[src/rtl/mult_control.sv]
// Control FSM for an 8-bit signed shift-add multiplier (X:A:B register chain).
//
// Ports:
//   Clk           rising-edge clock for all state
//   Reset         synchronous active-high reset
//   Run           level request to start one multiply (re-arm needs Run low)
//   ClearA_LoadB  level request, honoured only in IDLE: load B, clear X/A
//   M             current LSB of B, the multiplier bit for this step
//   Clr_XA        clear X and A this cycle
//   Ld_B          load B from switches this cycle
//   Add           load A/X with A+S this cycle
//   Sub           load A/X with A-S this cycle (sign bit of the multiplier)
//   Shift         arithmetic right shift of X:A:B this cycle
//   Busy          multiply in progress (CLR, ARITH, SHIFT)
//   Done          result held, waiting for Run release
//   Step          index of the current multiplier bit, 0..7
module mult_control (
  input  logic       Clk,
  input  logic       Reset,
  input  logic       Run,
  input  logic       ClearA_LoadB,
  input  logic       M,
  output logic       Clr_XA,
  output logic       Ld_B,
  output logic       Add,
  output logic       Sub,
  output logic       Shift,
  output logic       Busy,
  output logic       Done,
  output logic [2:0] Step
);

  typedef enum logic [2:0] {
    StIdle,
    StClr,
    StArith,
    StShift,
    StHold
  } state_e;

  state_e     state;
  logic [2:0] step_cnt;

  always_ff @(posedge Clk) begin
    if (Reset) begin
      state    <= StIdle;
      step_cnt <= 3'd0;
    end else begin
      unique case (state)
        StIdle: begin
          // Run wins over ClearA_LoadB; loading happens combinationally.
          if (Run) state <= StClr;
        end
        StClr: begin
          step_cnt <= 3'd0;
          state    <= StArith;
        end
        StArith: begin
          state <= StShift;
        end
        StShift: begin
          if (step_cnt == 3'd7) begin
            state <= StHold;
          end else begin
            step_cnt <= step_cnt + 3'd1;
            state    <= StArith;
          end
        end
        StHold: begin
          if (!Run) state <= StIdle;
        end
        default: state <= StIdle;
      endcase
    end
  end

  logic load_req;
  logic last_step;

  always_comb begin
    load_req  = (state == StIdle) && ClearA_LoadB && !Run && !Reset;
    last_step = (step_cnt == 3'd7);

    Ld_B   = load_req;
    Clr_XA = load_req || ((state == StClr) && !Reset);
    // The MSB of a two's-complement multiplier has negative weight.
    Add    = (state == StArith) && M && !last_step;
    Sub    = (state == StArith) && M && last_step;

    Shift  = (state == StShift);
    Busy   = (state == StClr) || (state == StArith) || (state == StShift);
    Done   = (state == StHold);
    Step   = step_cnt;
  end

endmodule

[config.mk]
export PLATFORM = sky130hd
export DESIGN_NAME = mult_control
export DESIGN_NICKNAME = d
export VERILOG_FILES = /design/src/rtl/mult_control.sv
export SDC_FILE = /design/constraint.sdc
export NUM_CORES = 1
export LEC_CHECK = 0
export CAP_MARGIN = 40
export CORE_AREA = 2 2 39 41
export DETAILED_ROUTE_END_ITERATION = 10
export DIE_AREA = 0 0 41 43
export GPL_ROUTABILITY_DRIVEN = 0
export GPL_TIMING_DRIVEN = 0
export HOLD_SLACK_MARGIN = 0.05
export MAX_ROUTING_LAYER = met4
export PLACE_DENSITY = 0.6
export SYNTH_ARGS = -nofsm -noshare
export SYNTH_HDL_FRONTEND = slang
export SYNTH_SLANG_ARGS = --single-unit
[constraint.sdc]
create_clock -name Clk -period 1.45 [get_ports Clk]
set_input_delay 0.29 -clock Clk [delete_from_list [all_inputs] [get_ports Clk]]
set_output_delay 0.29 -clock Clk [all_outputs]
set_load 0.05 [all_outputs]
### Yosys cells after proc, flatten, opt, wreduce, memory -nomap -nowiden

Cells that the tools add are included.

| storage, ports and cells | value |
|---|---|
| word-level logic and storage cells | 34 |
| register bits | 6 |
| input port bits | 5 |
| memories | 0 |
| bits in writable memories | 0 |
| bits in read-only memories | 0 |
| latch bits | 0 |
| output and inout bits | 10 |

| cells by class | value |
|---|---|
| bitwise gates (word level) | 0 |
| div/mod/pow operators | 0 |
| eq/ne operators | 8 |
| $lt $le $gt $ge | 0 |
| $mul | 0 |
| add/sub/neg operators | 1 |
| muxes and demuxes | 6 |
| reductions and logical operators | 17 |
| shifts and indexed selects | 0 |

Operators with widths:

| cell | number |
|---|---|
| 3-bit case mux with 5 select lines | 1 |
| 3-bit two-way mux | 4 |
| 1-bit logical AND | 7 |
| 3-bit by 2-bit equality test with 1-bit output, second input constant | 2 |
| 3-bit equality test, second input constant | 2 |
| 2-bit inequality test, second input constant | 3 |
| 3-bit case mux with 2 select lines | 1 |
| 2-bit AND reduction | 2 |
| 3-bit by 1-bit adder with 3-bit output, second input constant | 1 |
| 3-bit by 1-bit equality test with 1-bit output, second input constant | 1 |
| 1-bit zero test | 3 |
| 3-bit zero test | 1 |
| 1-bit logical OR | 3 |
| 2-bit nonzero test | 1 |

### Depth between registers and ports, before layout

Gate-level depths: netlist (run 1).

| depth | value |
|---|---|
| depth in word-level cells | 5 |
| gate-level depth with buffers | 5 |
| depth with buffers taken out | 5 |

### Worst setup path after synthesis (run 1)

No wires, ideal clock.

| timing | value |
|---|---|
| kind | register -> output |
| start | register state[2] |
| end | output port Clr_XA |
| required time | 1.160 ns |
| arrival | 1.812 ns |
| path buffers | 0 |
| stages on the path, launching flop included | 4 |
| slack | -0.652 ns |
| path through | dfxtp_1 > nor2_2 > nand3b_1 > a211oi_1 |

| on the way | value |
|---|---|
| longest elaborated chain between the ends | 5 |
| elaborated cells on any way between the ends | 7 |
| classes of those cells | 1 x eq/ne; 6 x reduce/logical |

RTL lines:

| element | RTL line | text |
|---|---|---|
| from (decl) | 41 | `state_e state;` |
| from (signal assigned) | 46 | `state <= StIdle;` |
| from (signal assigned) | 52 | `if (Run) state <= StClr;` |
| from (signal assigned) | 56 | `state <= StArith;` |
| 3-bit zero test | 81 | `load_req = (state == StIdle) && ClearA_LoadB && !Run && !Reset;` |
| 1-bit logical AND (3 in a row) | 81 |  |
| 1-bit logical OR (*) | 85 | `Clr_XA = load_req \|\| ((state == StClr) && !Reset);` |
| to (decl) | 23 | `output logic Clr_XA,` |

Mark *: on every way between the ends. The rest lies on a longest branch, timed or not.

### Final worst setup path (run 1)

| timing | value |
|---|---|
| start | register step_cnt[1], in the netlist Step[1] |
| end | output port Sub |

| on the way | value |
|---|---|
| longest elaborated chain between the ends | 2 |

RTL lines:

| element | RTL line | text |
|---|---|---|
| from (decl) | 42 | `logic [2:0] step_cnt;` |
| from (signal assigned) | 65 | `step_cnt <= step_cnt + 3'd1;` |
| 3-bit equality test | 82 | `last_step = (step_cnt == 3'd7);` |
| 1-bit logical AND | 88 | `Sub = (state == StArith) && M && last_step;` |
| to (decl) | 26 | `output logic Sub,` |

No other way between the ends.

==> results.py, run 1 <==
metrics = {
    "yosys": {
        "synthSimpleGateAreaFrac": 0.358,
        "synth_top_family_by_area": "simple AND/OR/NAND/NOR gates",
        "synth_top_area_frac": 0.358,
        "synthTopCellsByArea": "dfxtp_1 (36%), ha_1 (7.5%), o21ai_0 (6.0%)",
        "synth_cell_type_count": 21,
        "syn_avg_cell_area_um2": 9.06,
        "ys_seq_elements": 6,
        "synthArstFlopShare": 0,
        "yosys.area.top_type": "dfxtp_1",
        "synth_edf_count": 0,
        "synth_xor_area_frac": 0,
        "syn_inst": 37,
        "synth-compound-area-share": 0.198,
        "yosysSeqAreaShare": 0.358,
        "synth_area_um2": 335,
        "synthMuxAreaShare": 0,
        "synthAdderAreaFrac": 0.0746,
        "yosysWarnings": 0,
        "ys.flop_type": "dfxtp_1",
        "synth_most_common_cell": "dfxtp_1",
        "synth_commonest_cells": "dfxtp_1 (6), nor2_1 (4), o21ai_0 (4)",
        "synth_nets": 44,
    },
    "sta": {
        "finalSetupTns_ns": -0.611,
        "max_freq_mhz": 607,
        "relSlewSlack": 0.588,
        "worst_pin_slew_ns": 0.618,
        "hold_violations": 0,
        "fin_hold_ws_ns": 0.481,
        "skew_ns": 0.0112,
        "rsz0062_at_grt": "yes",
        "setup-violations-final": 5,
        "final.min_clock_period_ns": 1.65,
        "fin_ws_ns": -0.197,
        "drv_slew": 0,
        "final.period_utilization": 1.14,
    },
    "drt": {
        "vias": 377,
        "drtAntennaViolNets": 0,
        "viasPerCell": 4.83,
        "drc": 0,
        "drtIter0Drc": 4,
        "routed_wl_um": 987,
        "first_pass_iters": 5,
        "wl_per_cell_um": 12.7,
    },
    "clocking": {
        "cts_buffer_depth": 2,
        "cts.sinks": 6,
        "cts_buffers": 3,
        "clock_latency_ns": 0.25,
        "path_clk_slew_ns": 0.05,
        "cts_hold_buf": 0,
        "cts_tree": "built",
        "htreeDepth": 1,
        "cts.root.buffer_cell": "clkbuf_4",
    },
    "placed_design": {
        "dpl.hpwl_um": 629,
        "io_buffers": 13,
    },
    "setup_path": {
        "crit_chain": "ha_4, ha_4, and2_4, and3_4, buf_8",
        "slowest_stage": "dfxtp_4",
        "end_kind": "primary output",
        "crit_arrival_ns": 1.36,
        "path_class": "reg2out",
        "crit_fanout": 4,
        "crit_path_start_kind": "flip-flop",
        "worstPathRequired_ns": 1.16,
        "reg2reg_slack_ns": 0.09,
        "crit_top_cell": "ha_4",
        "max_stage_delay_ns": 0.35,
    },
    "floorplanning": {
        "rows": 14,
        "die_w_um": 41,
        "initial_core_util": 0.242,
        "dieHeight_um": 43,
        "core_um2": 1380,
        "boundaryPins": 15,
        "dieArea_um2": 1760,
    },
    "final_layout": {
        "final_layout_size_suffix_gt1_frac": 0.597,
        "nets": 70,
        "diodes": 0,
        "utilization": 0.499,
        "area_delta_synth_final_pct": 106,
    },
    "grt": {
        "track_usage": 0.123,
        "antenna_found_initial": 0,
        "grt_pass1_vias": 354,
        "grt_pass1_wl_um": 1410,
        "grt_max_degree": 10,
        "grt_overflow": 0,
    },
    "flow_run": {
        "drv_cap": 0,
    },
    "power_and_ir_drop": {
        "power_density_nw_per_um2": 702,
        "p_leak_nw": 0.272,
        "total_power_w": 0.000485,
        "vdd_drop_max_mv": 0.315,
    },
    "status": {
        "status": "finished with violations",
        "violations": "setup timing",
    },
    "min_path": {
        "hp-class": "in2reg",
    },
}
[final timing paths]
| kind | from | end | cells past startpoint |
|---|---|---|---|
| min | Run | state[0] | 3 |
| min reg2reg | Step[2] | Step[2] | 2 |
| max | Step[1] | Sub | 5 |
| max reg2reg | Step[1] | Step[1] | 6 |
[cell families (layout without fill, tap and decap cells)]
group | after synthesis | in the layout
AO/OA/AOI/OAI | 10 | 10
adder cells (fa/ha/maj) | 2 | 2
buffers and inverters | 1 | 26
flip-flops | 6 | 6
AND/OR/NAND/NOR | 18 | 18
[cell usage in the layout (no fill, tap or decap)]
master           instances
buf_4                    7
dfxtp_4                  5
o21ai_0                  4
clkbuf_4                 4
buf_6                    4
and2_4                   3
nor2_1                   3
a21oi_1                  3
dlygate4sd2_1            3
buf_8                    3
nor2_4                   2
nand2b_1                 2
ha_4                     2
dfxtp_2                  1
and2b_1                  1
buf_1                    1
nand3b_1                 1
nor3_4                   1
a211oi_4                 1
and4b_2                  1
and3_4                   1
nand4b_1                 1
a2111oi_4                1
and4bb_1                 1
nand2_1                  1
a32oi_1                  1
clkbuf_1                 1
clkdlybuf4s50_1          1
clkdlybuf4s15_2          1
clkdlybuf4s15_1          1
[per-layer routing]
layer,wire length [um],global-route usage
met5,0,-
met1,412,0.133
met4,0,0.0400
met3,39,0.0628
met2,535,0.188
[repair_timing]
| action | 4_1_cts | 5_1_grt |
|---|---|---|
| buffers inserted | 5 | 3 |
| gates resized for setup | 61 | 11 |
| pin swaps | 6 | 6 |
| cloned | 0 | 0 |
| endpoints found under the setup margin | 10 | 10 |
[stage by stage]
stage | std cells | setup slack [ns] | area [um2]
6_report | 78 | -0.197 | 691
5_1_grt | 78 | -0.231 | 691
2_1_floorplan | 37 | -0.119 | 398
4_1_cts | 75 | -0.199 | 627
3_5_place_dp | 66 | -0.938 | 548
3_3_place_gp | 66 | -0.929 | 548
[flip-flops by register name, summed over array words and instances, names as in the netlist]
name,cells
state,3
Step,3
[critical path, delay by kind of cell (launching register included)]
family / cells / cell delay [ns]
adders and majority gates: 2 / 0.32
buffers and inverters: 1 / 0.14
DFF: 1 / 0.35
and+or+nand+nor: 2 / 0.29
[report_power, final]
group | switching, W | total (W) | internal, W
sequential | 0.0000136 | 0.000180 | 0.000166
combinational | 0.0000775 | 0.000137 | 0.0000594
clock | 0.0000639 | 0.000168 | 0.000104
total | 0.000155 | 0.000485 | 0.000330
[area by class of cell]
type	instances	area (um2)
Fill cell	134	693
Clock buffer	4	26.3
Timing Repair Buffer	21	208
Sequential cell	6	140
Multi-Input combinational cell	30	293
Tap cell	16	20.0
Buffer	1	3.75
No activity file was read; power rests on OpenSTA's default activity.
==> run 2, diff against run 1 <==
--- a/config.mk
+++ b/config.mk
@@ -10,7 +10,6 @@
 export DETAILED_ROUTE_END_ITERATION = 10
 export DIE_AREA = 0 0 41 43
 export GPL_ROUTABILITY_DRIVEN = 0
-export GPL_TIMING_DRIVEN = 0
 export HOLD_SLACK_MARGIN = 0.05
 export MAX_ROUTING_LAYER = met4
 export PLACE_DENSITY = 0.6
==> run 2 against run 1 <==
- the flow still finishes with violations (setup timing)
- clock power fell by 8%
- wire length fell by 2.3%
- sequential share of layout area fell by 3.8 points
- clock skew fell by 0.0051 ns
- worst hold slack improved by 0.044 ns
- final cell count rose by 5.1%
- combinational power rose by 26%
- utilization rose by 8.0 points
- first-iteration DRC count fell by 75%
- register-to-register slack got worse by 0.04 ns
- critical endpoint unchanged
- largest cell class is now buffers
- highest routed layer unchanged
==> results.py, run 2 (synthesis gave the netlist of run 1 again) <==
metrics = {
    "min_path": {
        "whs_path_depth": 2,
        "hp-class": "reg2reg",
        "min_from": "Step[2]",
        "min_to": "Step[2]",
    },
    "drt": {
        "wl_per_cell_um": 11.8,
        "vias": 372,
        "drc": 0,
        "first_pass_iters": 2,
        "drtAntennaViolNets": 0,
        "drtIter0Drc": 1,
        "routed_wl_um": 964,
        "viasPerCell": 4.54,
    },
    "final_layout": {
        "utilization": 0.580,
        "mostFrequentLayoutCell": "buf_4",
        "diodes": 0,
        "final_cell_mix": "buf_4 (12), buf_12 (9), dfxtp_2 (4), o21ai_0 (4)",
        "area_delta_synth_final_pct": 139,
        "final_cells": 82,
        "final_layout_size_suffix_gt1_frac": 0.697,
        "nets": 75,
        "postLayoutCellArea_um2": 802,
    },
    "grt": {
        "track_usage": 0.141,
        "grt_overflow": 0,
        "grt_pass1_wl_um": 1610,
        "antenna_found_initial": 0,
        "grt_pass1_vias": 392,
        "grt_max_degree": 9,
    },
    "setup_path": {
        "max_stage_delay_ns": 0.35,
        "path_class": "reg2out",
        "reg2reg_slack_ns": 0.05,
        "crit_arrival_ns": 1.34,
        "end_kind": "primary output",
        "slowest_stage": "dfxtp_4",
        "crit_fanout": 3,
        "crit_chain": "ha_4, ha_4, and2_4, and3_4, buf_12",
        "rr_endpoint": "Step[0]",
        "crit_top_cell": "ha_4",
        "crit_start": "Step[0]",
        "r2r_start": "Step[0]",
        "crit_path_start_kind": "flip-flop",
        "worstPathRequired_ns": 1.16,
        "r2r.worst_path.cells": 6,
    },
    "sta": {
        "finalSetupTns_ns": -0.797,
        "final.period_utilization": 1.13,
        "relSlewSlack": 0.821,
        "drv_slew": 0,
        "rsz0062_at_grt": "yes",
        "final.min_clock_period_ns": 1.63,
        "max_freq_mhz": 612,
        "skew_ns": 0.00614,
        "worst_pin_slew_ns": 0.268,
        "setup-violations-final": 5,
        "hold_violations": 0,
        "fin_ws_ns": -0.184,
    },
    "floorplanning": {
        "boundaryPins": 15,
        "rows": 14,
        "dieHeight_um": 43,
        "core_um2": 1380,
        "die_w_um": 41,
        "initial_core_util": 0.242,
        "dieArea_um2": 1760,
    },
    "clocking": {
        "cts.root.buffer_cell": "clkbuf_4",
        "cts.sinks": 6,
        "htreeDepth": 1,
        "cts_buffer_depth": 2,
        "clock_latency_ns": 0.24,
        "cts_tree": "built",
        "path_clk_slew_ns": 0.05,
        "cts_buffers": 3,
        "cts_hold_buf": 0,
    },
    "power_and_ir_drop": {
        "seqPwrFrac": 0.355,
        "power_density_nw_per_um2": 631,
        "total_power_w": 0.000506,
        "p_int_w": 0.000350,
        "p_leak_nw": 0.316,
        "swShare": 0.308,
        "p_sw_w": 0.000156,
        "combPwrFrac": 0.342,
        "vdd_drop_max_mv": 0.440,
        "clkPwrFrac": 0.304,
    },
    "status": {
        "violations": "setup timing",
        "status": "finished with violations",
    },
    "flow_run": {
        "drv_cap": 0,
    },
    "placed_design": {
        "io_buffers": 14,
        "dpl.hpwl_um": 754,
        "place_area_um2": 717,
        "dp.cells": 76,
    },
}
==> run 2: routing by layer <==
metal / wire, um / part of all wire / global-route usage / up-vias
met5: 0 / 0 / - / -
met2: 534 / 0.55 / 0.222 / 10
met4: 0 / 0 / 0.0600 / 0
met1: 390 / 0.40 / 0.156 / 169
met3: 39 / 0.040 / 0.0471 / 0
li1: - / - / - / 193
==> run 2: power by group through the flow <==
stage | sequential [W] | combinational, W | clock, W
4_1_cts | 0.000178 | 0.000166 | 0.000161
5_1_grt | 0.000180 | 0.000183 | 0.000176
2_1_floorplan | 0.000185 | 0.0000678 | 0
3_3_place_gp | 0.000180 | 0.000159 | 0
6_report | 0.000180 | 0.000173 | 0.000154
3_5_place_dp | 0.000180 | 0.000160 | 0
==> run 2: worst max-delay path by stage <==
stage                       to  slack [ns]  cells after the start
after detailed placement  Ld_B       -0.28                      5
final                      Sub       -0.18                      5
after CTS                 Ld_B       -0.23                      5
after global routing       Sub       -0.22                      5
after global placement    Ld_B       -0.23                      5
after floorplan           Busy       -0.12                      2
==> run 2: cell type report <==
cell class / instances / area (um2)
fill: 122 / 582
clock buffer: 3 / 22.5
multi-input combinational: 30 / 297
tap: 16 / 20.0
sequential: 6 / 133
timing repair buffer: 27 / 330
==> run 2: per-stage QoR <==
step | hold WS, ns | setup slack [ns]
floorplan | 0.442 | -0.119
global placement | 0.505 | -0.228
detailed placement | 0.519 | -0.284
CTS | 0.525 | -0.225
global route | 0.538 | -0.218
finish | 0.526 | -0.184
==> run 2: repair_timing <==
item | in CTS | in global routing
pin swaps | 3 | 3
buffers inserted | 3 | 0
endpoints found under the hold margin | 0 | 0
resized for setup | 9 | 4
endpoints found under the setup margin | 7 | 8
==> run 2: worst max-delay path: cells and delay by family (launching register included) <==
family	cells	cell delay, ns
buf+inv	1	0.14
fa+ha+maj	2	0.31
flops	1	0.35
simple gates	2	0.30
